===== src/rtl/aes_mode_stream.sv =====
// ============================================================================
// Module   : aes_mode_stream
// Purpose  : Streams 128-bit blocks through an external AES core in ECB, CBC
//            or CTR mode, keeping the chaining value/counter across blocks.
// Revision : 1.0  initial release
// ============================================================================
`default_nettype none

module aes_mode_stream #(
    parameter int CORE_LAT = 0,
    parameter int CTR_W    = 32,
    parameter int KEY_W    = 128
) (
    input  logic             clk,
    input  logic             rst,
    input  logic [1:0]       mode,
    input  logic [127:0]     iv,
    input  logic             iv_load,
    input  logic [KEY_W-1:0] key,
    input  logic [127:0]     in_data,
    input  logic             in_valid,
    output logic             in_ready,
    output logic [127:0]     out_data,
    output logic             out_valid,
    input  logic             out_ready,
    output logic             busy,
    output logic [127:0]     core_in,
    output logic [KEY_W-1:0] core_key,
    input  logic [127:0]     core_out
);

    localparam int               CNT_W    = (CORE_LAT > 0) ? $clog2(CORE_LAT + 1) : 1;
    localparam logic [CNT_W-1:0] LAT_INIT = CNT_W'(CORE_LAT);
    // Counter field occupies the low CTR_W bits; the rest of the block is fixed.
    localparam logic [127:0]     CTR_MASK = (CTR_W >= 128) ? {128{1'b1}}
                                            : ((128'd1 << CTR_W) - 128'd1);
    localparam logic [1:0]       C_MODE_CBC = 2'b01;
    localparam logic [1:0]       C_MODE_CTR = 2'b10;

    typedef enum logic [1:0] {
        IDLE = 2'd0,
        RUN  = 2'd1,
        HOLD = 2'd2
    } state_t;

    state_t           state_q,     state_d;
    logic [127:0]     chain_q,     chain_d;
    logic [127:0]     out_data_q,  out_data_d;
    logic             out_valid_q, out_valid_d;
    logic [1:0]       mode_q,      mode_d;
    logic [KEY_W-1:0] key_q,       key_d;
    logic [127:0]     pt_q,        pt_d;
    logic [127:0]     core_in_q,   core_in_d;
    logic [CNT_W-1:0] cnt_q,       cnt_d;

    always_ff @(posedge clk) begin
        if (rst) begin
            state_q     <= IDLE;
            chain_q     <= '0;
            out_data_q  <= '0;
            out_valid_q <= 1'b0;
            mode_q      <= '0;
            key_q       <= '0;
            pt_q        <= '0;
            core_in_q   <= '0;
            cnt_q       <= '0;
        end else begin
            state_q     <= state_d;
            chain_q     <= chain_d;
            out_data_q  <= out_data_d;
            out_valid_q <= out_valid_d;
            mode_q      <= mode_d;
            key_q       <= key_d;
            pt_q        <= pt_d;
            core_in_q   <= core_in_d;
            cnt_q       <= cnt_d;
        end
    end

    always_comb begin
        state_d     = state_q;
        chain_d     = chain_q;
        out_data_d  = out_data_q;
        out_valid_d = out_valid_q;
        mode_d      = mode_q;
        key_d       = key_q;
        pt_d        = pt_q;
        core_in_d   = core_in_q;
        cnt_d       = cnt_q;

        case (state_q)
            IDLE: begin
                // A pending IV load takes priority over accepting a block.
                if (iv_load) begin
                    chain_d = iv;
                end else if (in_valid) begin
                    mode_d  = mode;
                    key_d   = key;
                    pt_d    = in_data;
                    cnt_d   = LAT_INIT;
                    state_d = RUN;
                    case (mode)
                        C_MODE_CBC: core_in_d = in_data ^ chain_q;
                        C_MODE_CTR: core_in_d = chain_q;
                        default:    core_in_d = in_data;
                    endcase
                end
            end
            RUN: begin
                if (cnt_q == '0) begin
                    out_valid_d = 1'b1;
                    state_d     = HOLD;
                    case (mode_q)
                        C_MODE_CBC: begin
                            out_data_d = core_out;
                            chain_d    = core_out;
                        end
                        C_MODE_CTR: begin
                            out_data_d = core_out ^ pt_q;
                            chain_d    = (chain_q & ~CTR_MASK) | ((chain_q + 128'd1) & CTR_MASK);
                        end
                        default: out_data_d = core_out;
                    endcase
                end else begin
                    cnt_d = cnt_q - 1'b1;
                end
            end
            HOLD: begin
                if (out_ready) begin
                    out_valid_d = 1'b0;
                    state_d     = IDLE;
                end
            end
            default: state_d = IDLE;
        endcase
    end

    assign in_ready  = (state_q == IDLE) && !iv_load;
    assign busy      = (state_q != IDLE);
    assign out_data  = out_data_q;
    assign out_valid = out_valid_q;
    assign core_in   = core_in_q;
    assign core_key  = key_q;

endmodule

`default_nettype wire


===== config.mk =====
export PLATFORM = sky130hd
export DESIGN_NAME = aes_mode_stream
export DESIGN_NICKNAME = d
export VERILOG_FILES = /design/src/rtl/aes_mode_stream.sv
export SDC_FILE = /design/constraint.sdc
export NUM_CORES = 2
export LEC_CHECK = 0
export CORE_AREA = 2 2 348 350
export CTS_CLUSTER_DIAMETER = 80
export DETAILED_ROUTE_END_ITERATION = 10
export DIE_AREA = 0 0 350 352
export PLACE_DENSITY = 0.49
export RECOVER_POWER = 25
export SYNTH_ARGS = -nofsm -noshare
export SYNTH_HDL_FRONTEND = slang
export SYNTH_SLANG_ARGS = --single-unit

===== constraint.sdc =====
create_clock -name clk -period 2.35 [get_ports clk]
set_input_delay 0.47 -clock clk [delete_from_list [all_inputs] [get_ports clk]]
set_output_delay 0.47 -clock clk [all_outputs]
set_load 0.01 [all_outputs]

; ---- Word-level counts from Yosys, hierarchy flattened
; Cells that the tools add are included.
[word_totals]
regBits = 646
input_bits = 519
out_inout_bits = 387
wordCells = 58
[classes]
add_sub_neg = 2
n_eq_ne = 12
muxes = 18
n_bitwise = 5
reduce_logical = 12
[ops]
columns = op, n
row1 = 128-bit case mux with 2 select lines, 3
row2 = 128-bit 2-to-1 mux, 3
row3 = 128-bit XOR, 2
row4 = 128-bit by 32-bit OR with 128-bit output, 1
row5 = 32-bit by 1-bit adder with 32-bit output (second input constant), 1
row6 = 2-bit != test (second input constant), 5
row7 = 3-bit AND reduction, 3
row8 = 2-bit 2-to-1 mux, 4
row9 = 4-bit AND reduction, 2
row10 = 2-bit by 1-bit == test with 1-bit output (second input constant), 3
row11 = 2-bit == test (second input constant), 3
row12 = 2-bit case mux with 3 select lines, 1
row13 = 2-bit nonzero test, 3
row14 = 1-bit 2-to-1 mux, 5
row15 = 1-bit case mux with 2 select lines, 2
row16 = 3-bit by 2-bit != test with 1-bit output (second input constant), 1
row17 = 2-bit zero test, 1
row18 = 1-bit inverter, 2
row19 = 2-bit AND reduction, 1
row20 = 1-bit logical AND, 1
row21 = 1-bit zero test, 1
row22 = 1-bit subtractor (second input constant), 1

; ---- Longest topological paths before layout
[depth]
word_depth = 5
ltp_mapped = 9
mapped_depth_nobuf = 7

; ---- Worst setup path after synthesis
; OpenSTA, ideal clock, no wires.
[synth_path]
path_type = input to register
start = input port mode[0]
end = register core_in_q[125] (netlist: core_in[125])
arrival_time_ns = 2.007
t_required_ns = 2.222
slack_ns = 0.216
path_stages = 9
path_buffers = 4
path_cell_list = inv_1 -> ha_1 -> buf_2 -> clkbuf_1 -> clkbuf_1 -> clkbuf_1 -> o311ai_0 -> o21ai_1 -> nor2_1
[synth_via]
elab_chain_len = 2
elab_cells_between_ends = 3
[synth_lines]
columns = item, line_no
row1 = "start, declared", 16  ; input logic [1:0] mode,
row2 = 2-bit == test or 2-bit by 1-bit == test with 1-bit output (tied branches), 102  ; case (mode)
row3 = 128-bit case mux with 2 select lines (*), 102
row4 = "end signal, assigned", 75  ; core_in_q <= core_in_d;
row5 = "end, declared", 53  ; logic [127:0] core_in_q, core_in_d;
; Mark *: on every way between the ends. The rest lies on a longest branch, timed or not.
; A chain may end at the register's enable or synchronous reset.

; ---- Worst setup path in the final report
[layout_path]
start = register state_q[1]
end = output port busy
[layout_via]
elab_chain_len = 1
[layout_lines]
columns = item, line_no
row1 = "start, declared", 46  ; state_t state_q, state_d;
row2 = "start signal, assigned", 68  ; state_q <= state_d;
row3 = 2-bit nonzero test, 139  ; assign busy = (state_q != IDLE);
row4 = "end, declared", 26  ; output logic busy,
; Every way passes these cells.

==> results.tsv <==
stage	metric	value	unit
worst_setup_path	cp_top_family	buffers and inverters	
clock_tree	htree_num_levels	3	
timing	slew_viol_final	0	
timing	finClkSkew	31.4	ps
logic_synthesis	mappedNetlistNets	4283	
die	die_height	352	um
finish	nets	5191	
grt	antenna_found_initial	29	
outcome	status	completed	
clock_tree	numCtsBuffers	81	
worst_setup_path	crit_required	1880	ps
worst_setup_path	ff2ff_path_depth	6	
die	start_util	24.4	%
clock_tree	postCtsSetupBuffers	0	
detailed_routing	firstDrtPassIters	5	
placement	gp_congestion	0.849	
logic_synthesis	synth-edff-count	0	
die	dieArea	123000	um^2
die	io_pins	906	
timing	worst_pin_slew	1130	ps
clock_tree	insertion_delay	660	ps
logic_synthesis	synth.top_cells.by_area	dfxtp_1 (44%), nand2_1 (8.6%), a21oi_1 (7.1%)	
clock_tree	hold_buffers	0	
detailed_routing	wl_per_cell	21.4	um
worst_setup_path	critical_path_class	reg2out	
logic_synthesis	ys_seq_area_share	44.3	%
timing	final.min_clock_period	2220	ps
placement	dp_slack	-516	ps
placement	port_buffers	905	
logic_synthesis	synthTopCellsByCount	nand2_1 (670), dfxtp_1 (645), a21oi_1 (416), nor2_1 (279), o21ai_0 (269)	
worst_setup_path	cp_max_fo	9	
timing	timing.final.crit_share	94.7	%
logic_synthesis	synthXorXnorAreaFrac	3.91	%
power_and_ir_drop	finalPower	30.8	mW
logic_synthesis	ys_ff_latch	645	
logic_synthesis	synth_compound_area_share	26.6	%
clock_tree	cts_tree	done	
clock_tree	clk_pin_slew_worst_paths	60	ps
power_and_ir_drop	power_density	694	nW/um^2
worst_setup_path	path_buf_inv	2	
detailed_routing	detail_route.wirelength	136000	um
logic_synthesis	synth_top_family_by_area	compound AO/OA/AOI/OAI gates	
worst_setup_path	crit_path_cell_trace	buf_6 > or2_2 > clkdlybuf4s15_2	
worst_setup_path	crit_start	state_q[1]$_SDFFE_PP0P_	
timing	whs	169	ps
timing	rsz0062_at_grt	no	
logic_synthesis	synth_top_area_cell	dfxtp_1	
logic_synthesis	async_flop_share	0	%
timing	clock.fmax	450	MHz
detailed_routing	drt-initial-drc-count	2081	
worst_setup_path	cp_slowest_stage_delay	350	ps
logic_synthesis	synth_ff_type	dfxtp_1	
job	maxCapViolCount	0	
finish	final_layout_size_suffix_gt1_share	8.75	%
logic_synthesis	synth_top_area_share	44.3	%
die	core_area	119000	um^2
timing	slew_headroom	24.4	%
worst_setup_path	reg2reg_setup_slack	150	ps
worst_setup_path	r2r-end	chain_q[97]$_SDFFE_PP0P_	
logic_synthesis	syn_area	29100	um^2
logic_synthesis	ys_types	61	
grt	track_usage	21.1	%
worst_setup_path	r2r_start	state_q[1]$_SDFFE_PP0P_	
logic_synthesis	yosys.area_share.simple	16.9	%
logic_synthesis	yosysMostFrequentCell	nand2_1	
worst_setup_path	endpoint_kind	output pin	
detailed_routing	drc	0	
timing	hold_viol	0	
worst_setup_path	startpoint_type	flop	
timing	setup_violations	0	
grt	grt_pass1_wl	198000	um
grt	grt-ovfl-total	0	
hold_path	hold_class	in2reg	
power_and_ir_drop	cellLeakagePower	15.9	nW
logic_synthesis	syn_inst	3761	
detailed_routing	ant_nets	0	
detailed_routing	vias_per_cell	4.76	
worst_setup_path	worstSetupEndpoint	busy	
clock_tree	cts.sinks	645	
logic_synthesis	synth.area.mux_share	0.0730	%
grt	grt_max_degree	132	
timing	fin_ws	125	ps
detailed_routing	vias	30300	
clock_tree	cts_max_path_buffers	3	
logic_synthesis	yosysWarningCount	0	
logic_synthesis	synthAdderAreaFrac	0.129	%
worst_setup_path	worst_path_max_delay_cell	dfxtp_2	
power_and_ir_drop	vdd_ir_drop_max	0.000536	V
die	row_count	127	
worst_setup_path	path_depth	3	
finish	syn2layout_area_growth	52.3	%
worst_setup_path	cp.arrival	1750	ps
clock_tree	root_buffer	clkbuf_16	
grt	grt_pass1_vias	29200	
logic_synthesis	synth_area_per_cell	7.75	um^2
placement	hpwlAfterDp	101000	um
die	die_x	350	um
-- where the power goes --
| group | internal (mW) | switching [mW] | total (mW) |
|---|---|---|---|
| combinational | 2.67 | 2.79 | 5.46 |
| sequential | 11.6 | 0.431 | 12.1 |
| clock | 8.00 | 5.30 | 13.3 |
| total | 22.3 | 8.52 | 30.8 |
-- cell usage in the layout (no fill, tap or decap), types with 128 or more instances in the layout --
cell             count
a211oi_1           226
a21oi_1            416
buf_4              183
clkdlybuf4s50_1    902
dfxtp_1            643
inv_1              260
nand2_1            669
nor2_1             279
nor2b_1            128
o21ai_0            269
o311ai_0           130
xor2_1             128
-- through the flow --
stage | util, % | cells | setup TNS, ps | cell area, um^2
2_1_floorplan | - | 3761 | 0 | 29100
3_3_place_gp | 34.9 | 6196 | -25340 | 41700
3_5_place_dp | 34.9 | 6196 | -24760 | 41700
4_1_cts | 37.3 | 6342 | 0 | 44500
5_1_grt | 37.2 | 6349 | 0 | 44400
6_report | 37.2 | 6352 | 0 | 44400
-- state kept, by name, indices dropped and copies added (netlist names) --
name       count
out_data     128
mode_q         2
core_key     128
core_in      128
out_valid      1
chain_q      128
pt_q         128
state_q        2
-- layer usage --
layer	vias to the layer above	wire length (um)	track usage [%]
met5	-	204	0
met4	36	2520	4.76
met3	176	9310	5.30
met2	869	63600	34.6
met1	14300	60600	27.8
li1	14800	-	-
-- worst min-delay path by stage --
stage                               from                   endpoint  slack, ps  cells past startpoint
2_1_floorplan       pt_q[0]$_SDFFE_PP0P_       pt_q[0]$_SDFFE_PP0P_        440                      2
3_3_place_gp   core_key[81]$_SDFFE_PP0P_  core_key[81]$_SDFFE_PP0P_        440                      2
3_5_place_dp   core_key[22]$_SDFFE_PP0P_  core_key[22]$_SDFFE_PP0P_        450                      2
4_1_cts                              rst   core_in[30]$_SDFFE_PP0P_        110                      2
5_1_grt                              rst   core_in[26]$_SDFFE_PP0P_        150                      2
6_report                             rst   core_in[30]$_SDFFE_PP0P_        170                      2
-- what timing repair did --
item	4_1_cts	5_1_grt
pin swaps	1	0
gates cloned	1	1
setup endpoints to repair	36	7
resized for setup	9	5
-- final cells by class --
cell class                      count  area (um^2)
Timing Repair Buffer             1164        11700
Inverter                          261          985
Fill cell                       12300        75000
Clock inverter                     39          547
Antenna cell                        9         22.5
Tap cell                         1612         2020
Multi-Input combinational cell   2516        14000
Sequential cell                   645        12900
Clock buffer                      106         2250
-- cells by family after synthesis --
family                     count (synthesis)
AOI/OAI and AO/OA                       1217
and+or+nand+nor                         1163
DFF                                      645
buffers and inverters                    601
xor gates and xnor gates                 130
adders and majority gates                  3
muxes                                      2
Note: power is estimated with default switching activity, not from simulation.
